### src/rtl/potato1_datapath.sv
// rtl/potato1_datapath.sv - Potato-1 datapath: program memory, PC, data pointer, tape and byte I/O
module potato1_datapath #(
  parameter int PROG_AW = 6,
  parameter int DATA_AW = 4,
  parameter int DATA_W  = 8
) (
  input  logic               Clock,
  input  logic               Reset_n,
  input  logic [7:0]         Command,
  output logic [3:0]         Instruction,
  output logic               State,
  output logic               IOReady,
  input  logic               Load_En,
  input  logic [PROG_AW-1:0] Load_Addr,
  input  logic [3:0]         Load_Data,
  output logic [DATA_W-1:0]  Out_Data,
  output logic               Out_Valid,
  input  logic               Out_Ready,
  input  logic [DATA_W-1:0]  In_Data,
  input  logic               In_Valid,
  output logic               In_Ready
);

  localparam int PROG_DEPTH = 1 << PROG_AW;
  localparam int TAPE_DEPTH = 1 << DATA_AW;

  typedef enum logic [1:0] {IDLE, PUT_WAIT, GET_WAIT, DONE} io_state_t;

  logic [3:0]         prog [PROG_DEPTH];
  logic [DATA_W-1:0]  tape [TAPE_DEPTH];
  logic [PROG_AW-1:0] pc;
  logic [DATA_AW-1:0] x;
  io_state_t          state, state_nxt;

  logic [7:0] cmd;
  logic       pc_inc, pc_dec, x_inc, x_dec, a_inc, a_dec;
  logic       put_start, get_done;

  // Load mode masks the control unit completely.
  assign cmd    = Load_En ? 8'h00 : Command;
  assign pc_inc = cmd[0] & ~cmd[1];
  assign pc_dec = cmd[1] & ~cmd[0];
  assign x_inc  = cmd[2] & ~cmd[3];
  assign x_dec  = cmd[3] & ~cmd[2];
  assign a_inc  = cmd[4] & ~cmd[5];
  assign a_dec  = cmd[5] & ~cmd[4];

  always_ff @(posedge Clock) begin
    if (Load_En) begin
      prog[Load_Addr] <= Load_Data;
    end
  end

  assign Instruction = Load_En ? 4'b1111 : prog[pc];
  assign State       = (tape[x] == '0);

  always_ff @(posedge Clock or negedge Reset_n) begin
    if (!Reset_n) begin
      pc <= '0;
    end else if (Load_En) begin
      pc <= '0;
    end else if (pc_inc) begin
      pc <= pc + PROG_AW'(1);
    end else if (pc_dec) begin
      pc <= pc - PROG_AW'(1);
    end
  end

  always_ff @(posedge Clock or negedge Reset_n) begin
    if (!Reset_n) begin
      x <= '0;
    end else if (x_inc) begin
      x <= x + DATA_AW'(1);
    end else if (x_dec) begin
      x <= x - DATA_AW'(1);
    end
  end

  // Cell ops use the pre-update X, so a same-cycle X move does not redirect them.
  always_ff @(posedge Clock or negedge Reset_n) begin
    if (!Reset_n) begin
      for (int i = 0; i < TAPE_DEPTH; i++) begin
        tape[i] <= '0;
      end
    end else if (get_done) begin
      tape[x] <= In_Data;
    end else if (a_inc) begin
      tape[x] <= tape[x] + DATA_W'(1);
    end else if (a_dec) begin
      tape[x] <= tape[x] - DATA_W'(1);
    end
  end

  always_ff @(posedge Clock or negedge Reset_n) begin
    if (!Reset_n) begin
      state <= IDLE;
    end else begin
      state <= state_nxt;
    end
  end

  always_comb begin
    state_nxt = state;
    put_start = 1'b0;
    get_done  = 1'b0;
    case (state)
      IDLE: begin
        if (cmd[6]) begin
          state_nxt = PUT_WAIT;
          put_start = 1'b1;
        end else if (cmd[7]) begin
          state_nxt = GET_WAIT;
        end
      end
      PUT_WAIT: begin
        if (Out_Ready) begin
          state_nxt = DONE;
        end
      end
      GET_WAIT: begin
        if (In_Valid) begin
          state_nxt = DONE;
          get_done  = 1'b1;
        end
      end
      DONE: begin
        // Control unit has moved on once the request bits drop or the PC steps.
        if (cmd[7:6] == 2'b00 || cmd[1:0] != 2'b00) begin
          state_nxt = IDLE;
        end
      end
      default: state_nxt = IDLE;
    endcase
  end

  always_ff @(posedge Clock or negedge Reset_n) begin
    if (!Reset_n) begin
      Out_Data <= '0;
    end else if (put_start) begin
      Out_Data <= tape[x];
    end
  end

  assign Out_Valid = (state == PUT_WAIT);
  assign In_Ready  = (state == GET_WAIT);
  assign IOReady   = (state == DONE);

endmodule

### config.mk
export PLATFORM = sky130hd
export DESIGN_NAME = potato1_datapath
export DESIGN_NICKNAME = d
export VERILOG_FILES = /design/src/rtl/potato1_datapath.sv
export SDC_FILE = /design/constraint.sdc
export NUM_CORES = 1
export LEC_CHECK = 0
export BUFFER_PORTS_ARGS = -buffer_cell sky130_fd_sc_hd__buf_4
export CAP_MARGIN = 25
export CORE_MARGIN = 3
export CORE_UTILIZATION = 35
export DETAILED_ROUTE_END_ITERATION = 8
export PLACE_DENSITY = 0.57
export SYNTH_ARGS = -nofsm -noshare
export SYNTH_HDL_FRONTEND = slang
export SYNTH_SLANG_ARGS = --single-unit
### constraint.sdc
create_clock -name Clock -period 8.5 [get_ports Clock]
set_input_delay 1.275 -clock Clock [delete_from_list [all_inputs] [get_ports Clock]]
set_output_delay 1.275 -clock Clock [all_outputs]
set_load 0.02 [all_outputs]
# Word-level counts from Yosys, hierarchy flattened
# Memories as Yosys holds them, arrays and structs flattened.
# Index checks and enable logic that the tools add are counted.
[totals]
register_bits = 148
latchBits = 0
ramBits = 256
romBits = 0
in_bits = 31
elab_cells = 89
mem_count = 1
[op_classes]
add_sub_neg = 6
n_mul = 0
div = 0
order_cmp = 2
n_eq_ne = 7
shift = 0
mux = 30
bitwise_logic = 13
n_reduce_logical = 10
[memory_table]
columns = ["name", "depth", "width", "rd", "rd_clocked_by_memory_dff", "wr", "line", "source"]
rows = [
  ["prog", 64, 4, 1, 0, 1, "29", "logic [3:0] prog [PROG_DEPTH];"],
]
[ops]
columns = ["cell", "count"]
rows = [
  ["128-bit bitwise mux", 3],
  ["128-bit two-way mux", 3],
  ["8-bit binary-select mux with 4-bit select", 1],
  ["8-bit demux with 4-bit select", 1],
  ["8-bit two-way mux", 4],
  ["6-bit two-way mux", 3],
  ["4-bit two-way mux", 3],
  ["2-bit two-way mux", 5],
  ["8-bit by 1-bit adder with 8-bit output, second input constant", 1],
  ["8-bit logical NOT", 1],
  ["2-bit case mux with 4 select lines", 1],
  ["8-bit by 1-bit subtractor with 8-bit output, second input constant", 1],
  ["6-bit by 1-bit adder with 6-bit output, second input constant", 1],
  ["1-bit bitwise AND", 6],
  ["1-bit two-way mux", 6],
  ["1-bit NOT", 6],
  ["3-bit nonzero test", 2],
  ["6-bit by 1-bit subtractor with 6-bit output, second input constant", 1],
  ["5-bit >= comparator, second input constant", 1],
  ["5-bit by 1-bit < comparator with 1-bit output, second input constant", 1],
  ["4-bit NOT with 5-bit output", 1],
  ["4-bit by 1-bit adder with 4-bit output, second input constant", 1],
  ["2-bit == test, second input constant", 2],
  ["2-bit logical NOT", 2],
  ["other kinds (9)", 11],
]

# Depth between registers and ports, before layout
# Gate-level depths: netlist of run 1.
[logic_depth]
ltp_word = 9
ltp_mapped = 15

# Least setup slack after synthesis of run 1
# No wires, ideal clock.
[synth_timing]
path_type = "register to output"
startpoint = "reg pc[0]"
endpoint = "out Instruction[0]"
arrival_time_ns = 2.780
slack_ns = 4.445
path_stages_with_launch = 8
path_buffers = 3
path_cell_list = "dfrtp_1 -> clkbuf_1 -> buf_2 -> buf_2 -> mux4_2 -> mux4_2 -> mux4_2 -> or2_2"
[synth_via]
elab_chain_cells = 2
[synth_rtl]
columns = ["element", "line", "source"]
rows = [
  ["from (decl)", "31", "logic [PROG_AW-1:0] pc;"],
  ["from (signal assigned)", "63", "pc <= pc + PROG_AW'(1);"],
  ["from (signal assigned)", "65", "pc <= pc - PROG_AW'(1);"],
  ["memory read 64 x 4 bit", "-", ""],
  ["4-bit two-way mux", "54", "assign Instruction = Load_En ? 4'b1111 : prog[pc];"],
  ["to (decl)", "10", "output logic [3:0] Instruction,"],
]
# No other way between the ends.

# Worst setup path after layout of run 1
[layout_timing]
startpoint = "reg pc[0]"
endpoint = "out Instruction[2]"
# The elaborated chain is that of the path after synthesis.

==> flow_results.xml, run 1 <==
<?xml version="1.0" encoding="UTF-8"?>
<metrics>
  <group name="worst_setup_path">
    <metric name="worstPathMaxFanout" unit="">42</metric>
    <metric name="worstPathCellList" unit="">buf_4, buf_16, mux4_2, mux4_2, mux4_2, or2_2, buf_4</metric>
    <metric name="cpMaxStageDelayCell" unit="">sky130_fd_sc_hd__dfrtp_4</metric>
    <metric name="critical_path_s_most_frequent_cell" unit="">sky130_fd_sc_hd__mux4_2</metric>
    <metric name="critical_path_arrival" unit="ns">3.91</metric>
    <metric name="crit_path_max_incr_delay" unit="ns">0.61</metric>
    <metric name="ws_path_type" unit="">reg2out</metric>
    <metric name="crit_family" unit="">multiplexers</metric>
    <metric name="timing.critical_path.required" unit="ns">7.22</metric>
    <metric name="worstSetupStartpointType" unit="">flip-flop</metric>
    <metric name="critical_path.endpoint_type" unit="">output pin</metric>
    <metric name="path_buf_inv" unit="">3</metric>
  </group>
  <group name="grt">
    <metric name="grt_max_degree" unit="">95</metric>
    <metric name="grt_usage" unit="%">14.95</metric>
    <metric name="grt_pass1_wl" unit="mm">61.35</metric>
    <metric name="grt_antenna_before_repair" unit="">0</metric>
    <metric name="gr-total-overflow" unit="">0</metric>
    <metric name="number_of_global_route_vias_before_repair" unit="">9997</metric>
  </group>
  <group name="sta">
    <metric name="fin_setup_tns" unit="ns">0</metric>
    <metric name="drv_slew" unit="">0</metric>
    <metric name="clock_skew" unit="ns">0.02170</metric>
    <metric name="tightestPinTransition" unit="ns">1.099</metric>
    <metric name="layout_min_cycle_time" unit="ns">5.181</metric>
    <metric name="grt_setup_unrepaired" unit="">false</metric>
    <metric name="report.final.setup_viol" unit="">0</metric>
    <metric name="layout_worst_path_cycle_share" unit="%">60.96</metric>
    <metric name="fmaxAchievable" unit="GHz">0.1930</metric>
    <metric name="slew_headroom" unit="%">26.72</metric>
    <metric name="final-hold-violation-count" unit="">0</metric>
  </group>
  <group name="floorplan">
    <metric name="die-area" unit="mm²">0.05287</metric>
    <metric name="core_area" unit="mm²">0.04925</metric>
    <metric name="std_cell_rows" unit="">81</metric>
    <metric name="die_w" unit="µm">229.9</metric>
    <metric name="start_util" unit="%">35.63</metric>
    <metric name="design.portCount" unit="">47</metric>
    <metric name="die_height" unit="µm">229.9</metric>
  </group>
  <group name="cts">
    <metric name="cts_hold_repair.buffers" unit="">0</metric>
    <metric name="numCtsBuffers" unit="">44</metric>
    <metric name="clockRootBuffer" unit="">sky130_fd_sc_hd__clkbuf_16</metric>
    <metric name="cts_buffer_depth" unit="">3</metric>
    <metric name="insertion_delay_of_the_later_clocked_pin_in_the_worst_skew_pair" unit="ns">0.56</metric>
    <metric name="cts_tree" unit="">done</metric>
    <metric name="postCtsSetupRepairBufs" unit="">0</metric>
    <metric name="clock-sinks" unit="">404</metric>
    <metric name="worst_setup_hold_path_clk_slew" unit="ns">0.06</metric>
    <metric name="cts-resized-gates" unit="">0</metric>
    <metric name="htreeDepth" unit="">2</metric>
  </group>
  <group name="route">
    <metric name="drt_first_iter_violations" unit="">739</metric>
    <metric name="route.detailed.drc" unit="">0</metric>
    <metric name="detailedRoute.firstPassIterationCount" unit="">5</metric>
    <metric name="post_drt_wl_per_cell" unit="µm">21.01</metric>
    <metric name="routed-via-count" unit="">9507</metric>
    <metric name="ant_nets" unit="">0</metric>
    <metric name="post_drt_via_cell_ratio" unit="">5.144</metric>
    <metric name="routed_wirelength" unit="mm">38.82</metric>
  </group>
  <group name="layout">
    <metric name="share_of_layout_cells_above_drive_strength_1" unit="%">26.69</metric>
    <metric name="final_cell_mix" unit="">sky130_fd_sc_hd__edfxtp_1, sky130_fd_sc_hd__nor2_1, sky130_fd_sc_hd__dfrtp_1</metric>
    <metric name="design.final.nets" unit="">1199</metric>
    <metric name="fillerInstances" unit="">4543</metric>
    <metric name="area.growth.synth_to_final" unit="%">14.54</metric>
    <metric name="final_common_cell" unit="">sky130_fd_sc_hd__edfxtp_1</metric>
    <metric name="stdcell_count" unit="">1848</metric>
    <metric name="finalCoreUtilization" unit="%">40.81</metric>
    <metric name="antenna-diode-count" unit="">0</metric>
  </group>
  <group name="power">
    <metric name="power_frac_clock" unit="%">28.7</metric>
    <metric name="seqPwrFrac" unit="%">38.5</metric>
    <metric name="totalPowerFinal" unit="mW">6.841</metric>
    <metric name="leakagePower" unit="nW">7.150</metric>
    <metric name="ir_worst_vdd" unit="V">0.0001713</metric>
    <metric name="power.density_cell_area" unit="mW/mm²">340.3</metric>
    <metric name="power_switching" unit="mW">2.251</metric>
    <metric name="comb_power_share" unit="%">32.7</metric>
    <metric name="p_int" unit="mW">4.590</metric>
    <metric name="switching_share" unit="%">32.91</metric>
  </group>
  <group name="logic_synthesis">
    <metric name="seq_total_area_yosys" unit="%">64.90</metric>
    <metric name="synthesis.nets" unit="">1150</metric>
    <metric name="number_of_enable_flip_flop_cells_after_synthesis" unit="">256</metric>
    <metric name="summed_instance_area_of_the_synthesized_netlist" unit="mm²">0.01755</metric>
    <metric name="synth_async_sr_flop_share" unit="%">36.63</metric>
    <metric name="post_synth_inst_count" unit="">1101</metric>
    <metric name="synth_top_flop_cell" unit="">sky130_fd_sc_hd__edfxtp_1</metric>
    <metric name="postSynthRegisterBits" unit="">404</metric>
    <metric name="syn_avg_cell_area" unit="µm²">15.94</metric>
    <metric name="post-synth-top-area-fraction" unit="%">43.80</metric>
    <metric name="yosys.area.top_type" unit="">sky130_fd_sc_hd__edfxtp_1</metric>
    <metric name="synth.area.top_cells" unit="">sky130_fd_sc_hd__edfxtp_1, sky130_fd_sc_hd__dfrtp_1, sky130_fd_sc_hd__mux4_2</metric>
    <metric name="yosysWarnings" unit="">0</metric>
    <metric name="ys_types" unit="">54</metric>
  </group>
  <group name="worst_hold_path">
    <metric name="hold_path_class" unit="">reg2reg</metric>
  </group>
  <group name="placement">
    <metric name="placed_cells" unit="">1765</metric>
    <metric name="place.detailed.hpwl" unit="mm">25.15</metric>
    <metric name="place.gp.congestion" unit="">0.7928</metric>
    <metric name="numPortBuffers" unit="">46</metric>
  </group>
  <group name="flow_run">
    <metric name="maxCapViolCount" unit="">0</metric>
  </group>
  <group name="outcome">
    <metric name="result_of_the_run" unit="">finished, final reports clean</metric>
  </group>
</metrics>
-- worst paths after layout --
| kind | startpoint | endpoint | slack [ns] | cells past startpoint |
|---|---|---|---|---|
| worst max register to register | x[0] | tape[63] | 4.80 | 9 |
| min in group asynchronous | Reset_n | state[0] | 0.82 | 1 |
| max in group asynchronous | Reset_n | tape[52] | 6.41 | 2 |
| worst max-delay path | pc[0] | Instruction[2] | 3.32 | 7 |
| worst min-delay path | Out_Data[7] | Out_Data[7] | 0.48 | 2 |
| worst min register to register | Out_Data[7] | Out_Data[7] | 0.48 | 2 |
-- cell usage after synthesis, types with 2 or more instances --
master / number
sky130_fd_sc_hd__edfxtp_1: 256
sky130_fd_sc_hd__nand2b_1: 10
sky130_fd_sc_hd__dfrtp_1: 148
sky130_fd_sc_hd__mux2_2: 24
sky130_fd_sc_hd__or3_1: 3
sky130_fd_sc_hd__buf_6: 7
sky130_fd_sc_hd__nor2_2: 2
sky130_fd_sc_hd__mux4_1: 6
sky130_fd_sc_hd__inv_1: 31
sky130_fd_sc_hd__xnor2_1: 12
sky130_fd_sc_hd__nor2b_1: 8
sky130_fd_sc_hd__o21ai_1: 4
sky130_fd_sc_hd__a21oi_1: 61
sky130_fd_sc_hd__a21oi_2: 11
sky130_fd_sc_hd__buf_2: 10
sky130_fd_sc_hd__buf_1: 3
sky130_fd_sc_hd__or3b_2: 2
sky130_fd_sc_hd__nor2_1: 157
sky130_fd_sc_hd__o32a_1: 16
sky130_fd_sc_hd__mux2_4: 10
sky130_fd_sc_hd__o22ai_2: 2
sky130_fd_sc_hd__ha_1: 16
sky130_fd_sc_hd__a22o_1: 8
sky130_fd_sc_hd__nand3_1: 5
sky130_fd_sc_hd__mux4_2: 111
sky130_fd_sc_hd__nand2_1: 46
sky130_fd_sc_hd__a21o_1: 3
sky130_fd_sc_hd__o21ai_0: 13
sky130_fd_sc_hd__nor3_1: 6
sky130_fd_sc_hd__nor2_4: 2
sky130_fd_sc_hd__and2_1: 2
sky130_fd_sc_hd__clkbuf_1: 49
sky130_fd_sc_hd__xor2_1: 3
sky130_fd_sc_hd__or2_2: 7
sky130_fd_sc_hd__mux2i_1: 24
sky130_fd_sc_hd__nor3_2: 2
sky130_fd_sc_hd__a22oi_1: 3
sky130_fd_sc_hd__fa_1: 2
-- power groups by stage --
stage	logic [mW]	registers, mW	clock network [mW]
global placement	2.21	2.66	0
finish	2.24	2.64	1.96
detailed placement	2.25	2.68	0
global route	2.47	2.68	2.09
CTS	2.25	2.64	2.01
floorplan	1.73	2.61	0
-- registers in the layout, summed over array words and instances (netlist names) --
name / cells
prog: 256
tape: 128
Out_Data: 8
pc: 6
x: 4
state: 2
-- stage by stage --
stage | hold slack (ns) | setup slack (ns) | cell area, µm²
global route | 0.5044 | 3.118 | 20100
finish | 0.4808 | 3.319 | 20100
CTS | 0.4878 | 2.966 | 20060
floorplan | 0.4649 | 4.445 | 17550
detailed placement | 0.4752 | 3.568 | 18570
global placement | 0.4706 | 3.603 | 18570
-- layout make-up --
class	instances	area, µm²	area share, %
multi-input combinational	595	5695	28.33
clock buffer	59	1220	6.069
sequential	404	11400	56.70
tap	664	830.8	4.133
timing repair buffer	73	571.8	2.845
inverter	32	120.1	0.5975
clock inverter	21	266.5	1.326
-- cell families (layout without fill, tap and decap cells) --
logic type	Yosys count	after routing	share of synthesized area, %
xor+xnor	15	15	0.7486
mux	176	176	19.03
simple gates	258	258	6.431
flops	404	404	64.90
fa+ha+maj	18	18	1.369
compound gates	128	128	4.869
buf+inv	102	185	2.645
-- routing by layer --
layer / track usage, % / share of wire [%] / vias up
met4: 4.482 / 2.2 / 0
li1: - / - / 4269
met5: 0 / 0 / -
met1: 20.60 / 44 / 4946
met2: 24.35 / 48 / 238
met3: 2.651 / 4.9 / 54
-- tightest hold or removal path: stages (launching register included) --
cell and delay [ns]:
sky130_fd_sc_hd__dfrtp_1 0.34, sky130_fd_sc_hd__nand2_1 0.04, sky130_fd_sc_hd__o21ai_0 0.06
(Power assumes the default switching activity.)
==> run 2: changes to the inputs <==
==> constraint.sdc (replaced) <==
create_clock -name Clock -period 5.2 [get_ports Clock]
set_input_delay 0.78 -clock Clock [delete_from_list [all_inputs] [get_ports Clock]]
set_output_delay 0.78 -clock Clock [all_outputs]
set_load 0.02 [all_outputs]
==> flow_results.xml, run 2 (synthesis results as in run 1) <==
<?xml version="1.0" encoding="UTF-8"?>
<metrics>
  <group name="sta">
    <metric name="layout_min_cycle_time" unit="ns">4.562</metric>
    <metric name="grt_setup_unrepaired" unit="">false</metric>
    <metric name="layout_worst_path_cycle_share" unit="%">87.72</metric>
    <metric name="slew_headroom" unit="%">34.15</metric>
    <metric name="fmaxAchievable" unit="GHz">0.2192</metric>
    <metric name="fin_setup_tns" unit="ns">0</metric>
    <metric name="final.hold.worst_slack" unit="ns">0.1313</metric>
    <metric name="final-hold-violation-count" unit="">0</metric>
    <metric name="report.final.setup_viol" unit="">0</metric>
    <metric name="drv_slew" unit="">0</metric>
    <metric name="clock_skew" unit="ns">0.01561</metric>
    <metric name="tightestPinTransition" unit="ns">0.9878</metric>
  </group>
  <group name="worst_setup_path">
    <metric name="worstPathMaxFanout" unit="">35</metric>
    <metric name="setup.worst_path.end" unit="">Instruction[1]</metric>
    <metric name="cpMaxStageDelayCell" unit="">sky130_fd_sc_hd__dfrtp_4</metric>
    <metric name="crit-reg2reg-launch" unit="">x[1]</metric>
    <metric name="timing.critical_path.from" unit="">pc[0]</metric>
    <metric name="r2r_end" unit="">tape[87]</metric>
    <metric name="critical_path_arrival" unit="ns">3.78</metric>
    <metric name="crit_path_max_incr_delay" unit="ns">0.89</metric>
    <metric name="crit_family" unit="">multiplexers</metric>
    <metric name="critical_path.endpoint_type" unit="">output pin</metric>
    <metric name="worstSetupStartpointType" unit="">flip-flop</metric>
    <metric name="reg2reg_depth" unit="">9</metric>
    <metric name="worstPathCellList" unit="">buf_4, mux4_2, mux4_2, mux4_2, or2_2, buf_4</metric>
    <metric name="ff2ff_setup_slack" unit="ns">1.37</metric>
    <metric name="timing.critical_path.required" unit="ns">4.42</metric>
    <metric name="path_buf_inv" unit="">2</metric>
    <metric name="critical_path_depth" unit="">6</metric>
    <metric name="ws_path_type" unit="">reg2out</metric>
    <metric name="critical_path_s_most_frequent_cell" unit="">sky130_fd_sc_hd__mux4_2</metric>
  </group>
  <group name="grt">
    <metric name="gr-total-overflow" unit="">0</metric>
    <metric name="grt_max_degree" unit="">114</metric>
    <metric name="grt_antenna_before_repair" unit="">0</metric>
    <metric name="grt_pass1_wl" unit="mm">61.15</metric>
    <metric name="number_of_global_route_vias_before_repair" unit="">9911</metric>
    <metric name="grt_usage" unit="%">14.93</metric>
  </group>
  <group name="layout">
    <metric name="share_of_layout_cells_above_drive_strength_1" unit="%">26.87</metric>
    <metric name="area.growth.synth_to_final" unit="%">14.27</metric>
    <metric name="final_common_cell" unit="">sky130_fd_sc_hd__edfxtp_1</metric>
    <metric name="design.final.nets" unit="">1203</metric>
    <metric name="flip_flop_count_of_the_largest_register_all_copies_and_words_added" unit="">256</metric>
    <metric name="antenna-diode-count" unit="">0</metric>
    <metric name="final_cell_mix" unit="">sky130_fd_sc_hd__edfxtp_1, sky130_fd_sc_hd__nor2_1, sky130_fd_sc_hd__dfrtp_1</metric>
    <metric name="largest-register" unit="">prog</metric>
    <metric name="reg_top3" unit="">prog (256), tape (128), Out_Data (8)</metric>
    <metric name="fillerInstances" unit="">4538</metric>
  </group>
  <group name="floorplan">
    <metric name="core_area" unit="mm²">0.04925</metric>
    <metric name="design.portCount" unit="">47</metric>
    <metric name="start_util" unit="%">35.63</metric>
    <metric name="die_w" unit="µm">229.9</metric>
    <metric name="std_cell_rows" unit="">81</metric>
    <metric name="die-area" unit="mm²">0.05287</metric>
    <metric name="die_height" unit="µm">229.9</metric>
  </group>
  <group name="power">
    <metric name="totalPowerFinal" unit="mW">11.01</metric>
    <metric name="power.density_cell_area" unit="mW/mm²">548.8</metric>
    <metric name="power_switching" unit="mW">3.688</metric>
    <metric name="ir_worst_vdd" unit="V">0.0003364</metric>
    <metric name="comb_power_share" unit="%">32.5</metric>
    <metric name="leakagePower" unit="nW">7.135</metric>
    <metric name="power_frac_clock" unit="%">27.4</metric>
    <metric name="p_int" unit="mW">7.317</metric>
    <metric name="seqPwrFrac" unit="%">40.0</metric>
    <metric name="switching_share" unit="%">33.51</metric>
  </group>
  <group name="cts">
    <metric name="cts_buffer_depth" unit="">3</metric>
    <metric name="cts-resized-gates" unit="">0</metric>
    <metric name="worst_setup_hold_path_clk_slew" unit="ns">0.06</metric>
    <metric name="cts_hold_repair.buffers" unit="">0</metric>
    <metric name="postCtsSetupRepairBufs" unit="">0</metric>
    <metric name="clock-sinks" unit="">404</metric>
    <metric name="htreeDepth" unit="">2</metric>
    <metric name="numCtsBuffers" unit="">45</metric>
    <metric name="cts_tree" unit="">done</metric>
    <metric name="clockRootBuffer" unit="">sky130_fd_sc_hd__clkbuf_16</metric>
    <metric name="insertion_delay_of_the_later_clocked_pin_in_the_worst_skew_pair" unit="ns">0.56</metric>
  </group>
  <group name="route">
    <metric name="post_drt_wl_per_cell" unit="µm">20.85</metric>
    <metric name="detailedRoute.firstPassIterationCount" unit="">5</metric>
    <metric name="routed_wirelength" unit="mm">38.60</metric>
    <metric name="drt_first_iter_violations" unit="">821</metric>
    <metric name="post_drt_via_cell_ratio" unit="">5.119</metric>
    <metric name="ant_nets" unit="">0</metric>
    <metric name="routed-via-count" unit="">9476</metric>
    <metric name="route.detailed.drc" unit="">0</metric>
  </group>
  <group name="flow_run">
    <metric name="maxCapViolCount" unit="">0</metric>
  </group>
  <group name="worst_hold_path">
    <metric name="hold_path_class" unit="">in2async</metric>
  </group>
  <group name="placement">
    <metric name="place.detailed.hpwl" unit="mm">25.11</metric>
    <metric name="numPortBuffers" unit="">46</metric>
    <metric name="place.gp.congestion" unit="">0.7632</metric>
  </group>
  <group name="outcome">
    <metric name="result_of_the_run" unit="">finished, final reports clean</metric>
  </group>
</metrics>
==> run 2: changes by cell type in the layout (fill, tap and decap cells not counted), moves of 2 or more <==
cell	change
sky130_fd_sc_hd__bufinv_16	-4
sky130_fd_sc_hd__buf_12	+2
sky130_fd_sc_hd__clkinv_2	+3
sky130_fd_sc_hd__clkinv_1	+3
sky130_fd_sc_hd__clkbuf_1	-3
==> run 2: layout make-up <==
class,count,area (µm²),share of cell area (%)
sequential,404,11400,56.83
multi-input combinational,595,5695,28.40
clock buffer,57,1222,6.095
tap,664,830.8,4.142
timing repair buffer,76,619.3,3.088
clock inverter,23,170.2,0.8485
inverter,32,120.1,0.5989
==> run 2: through the flow <==
| stage | instance area [µm²] | utilization [%] | worst slack (ns) | instances |
|---|---|---|---|---|
| floorplan | 17550 | - | 1.640 | 1101 |
| global placement | 18640 | 37.83 | 1.160 | 1770 |
| detailed placement | 18640 | 37.83 | 1.143 | 1770 |
| CTS | 20030 | 40.66 | 0.5342 | 1850 |
| global route | 20060 | 40.72 | 0.4588 | 1851 |
| finish | 20060 | 40.72 | 0.6383 | 1851 |
==> run 2: worst min-delay path by stage <==
stage | slack (ns) | endpoint | depth (start not counted)
after floorplan | 0.46 | tape[102] | 1
after global placement | 0.47 | Out_Data[2] | 2
after detailed placement | 0.48 | Out_Data[1] | 2
after CTS | 0.40 | state[1] | 1
after global routing | 0.13 | tape[121] | 1
final | 0.13 | state[1] | 1
==> run 2: worst register-to-register path, delay by kind of cell (launching register included) <==
kind	cells	cell delay, ns
compound gates	2	0.88
buf+inv	1	0.47
flops	1	0.96
mux	2	0.64
simple gates	4	0.83
==> run 2: per-layer routing <==
| metal | share of wire, % | global-route usage, % | up-vias |
|---|---|---|---|
| met3 | 6.1 | 3.122 | 55 |
| met1 | 45 | 21.25 | 4899 |
| met5 | 0 | 0 | - |
| met2 | 47 | 23.37 | 248 |
| li1 | - | - | 4274 |
| met4 | 2.1 | 4.092 | 0 |
==> run 2: power groups by stage <==
stage / clock, mW / combinational [mW] / sequential (mW)
2_1_floorplan: 0 / 2.83 / 4.27
3_3_place_gp: 0 / 3.55 / 4.45
3_5_place_dp: 0 / 3.60 / 4.48
4_1_cts: 3.10 / 3.61 / 4.42
5_1_grt: 3.24 / 3.94 / 4.49
6_report: 3.02 / 3.58 / 4.41
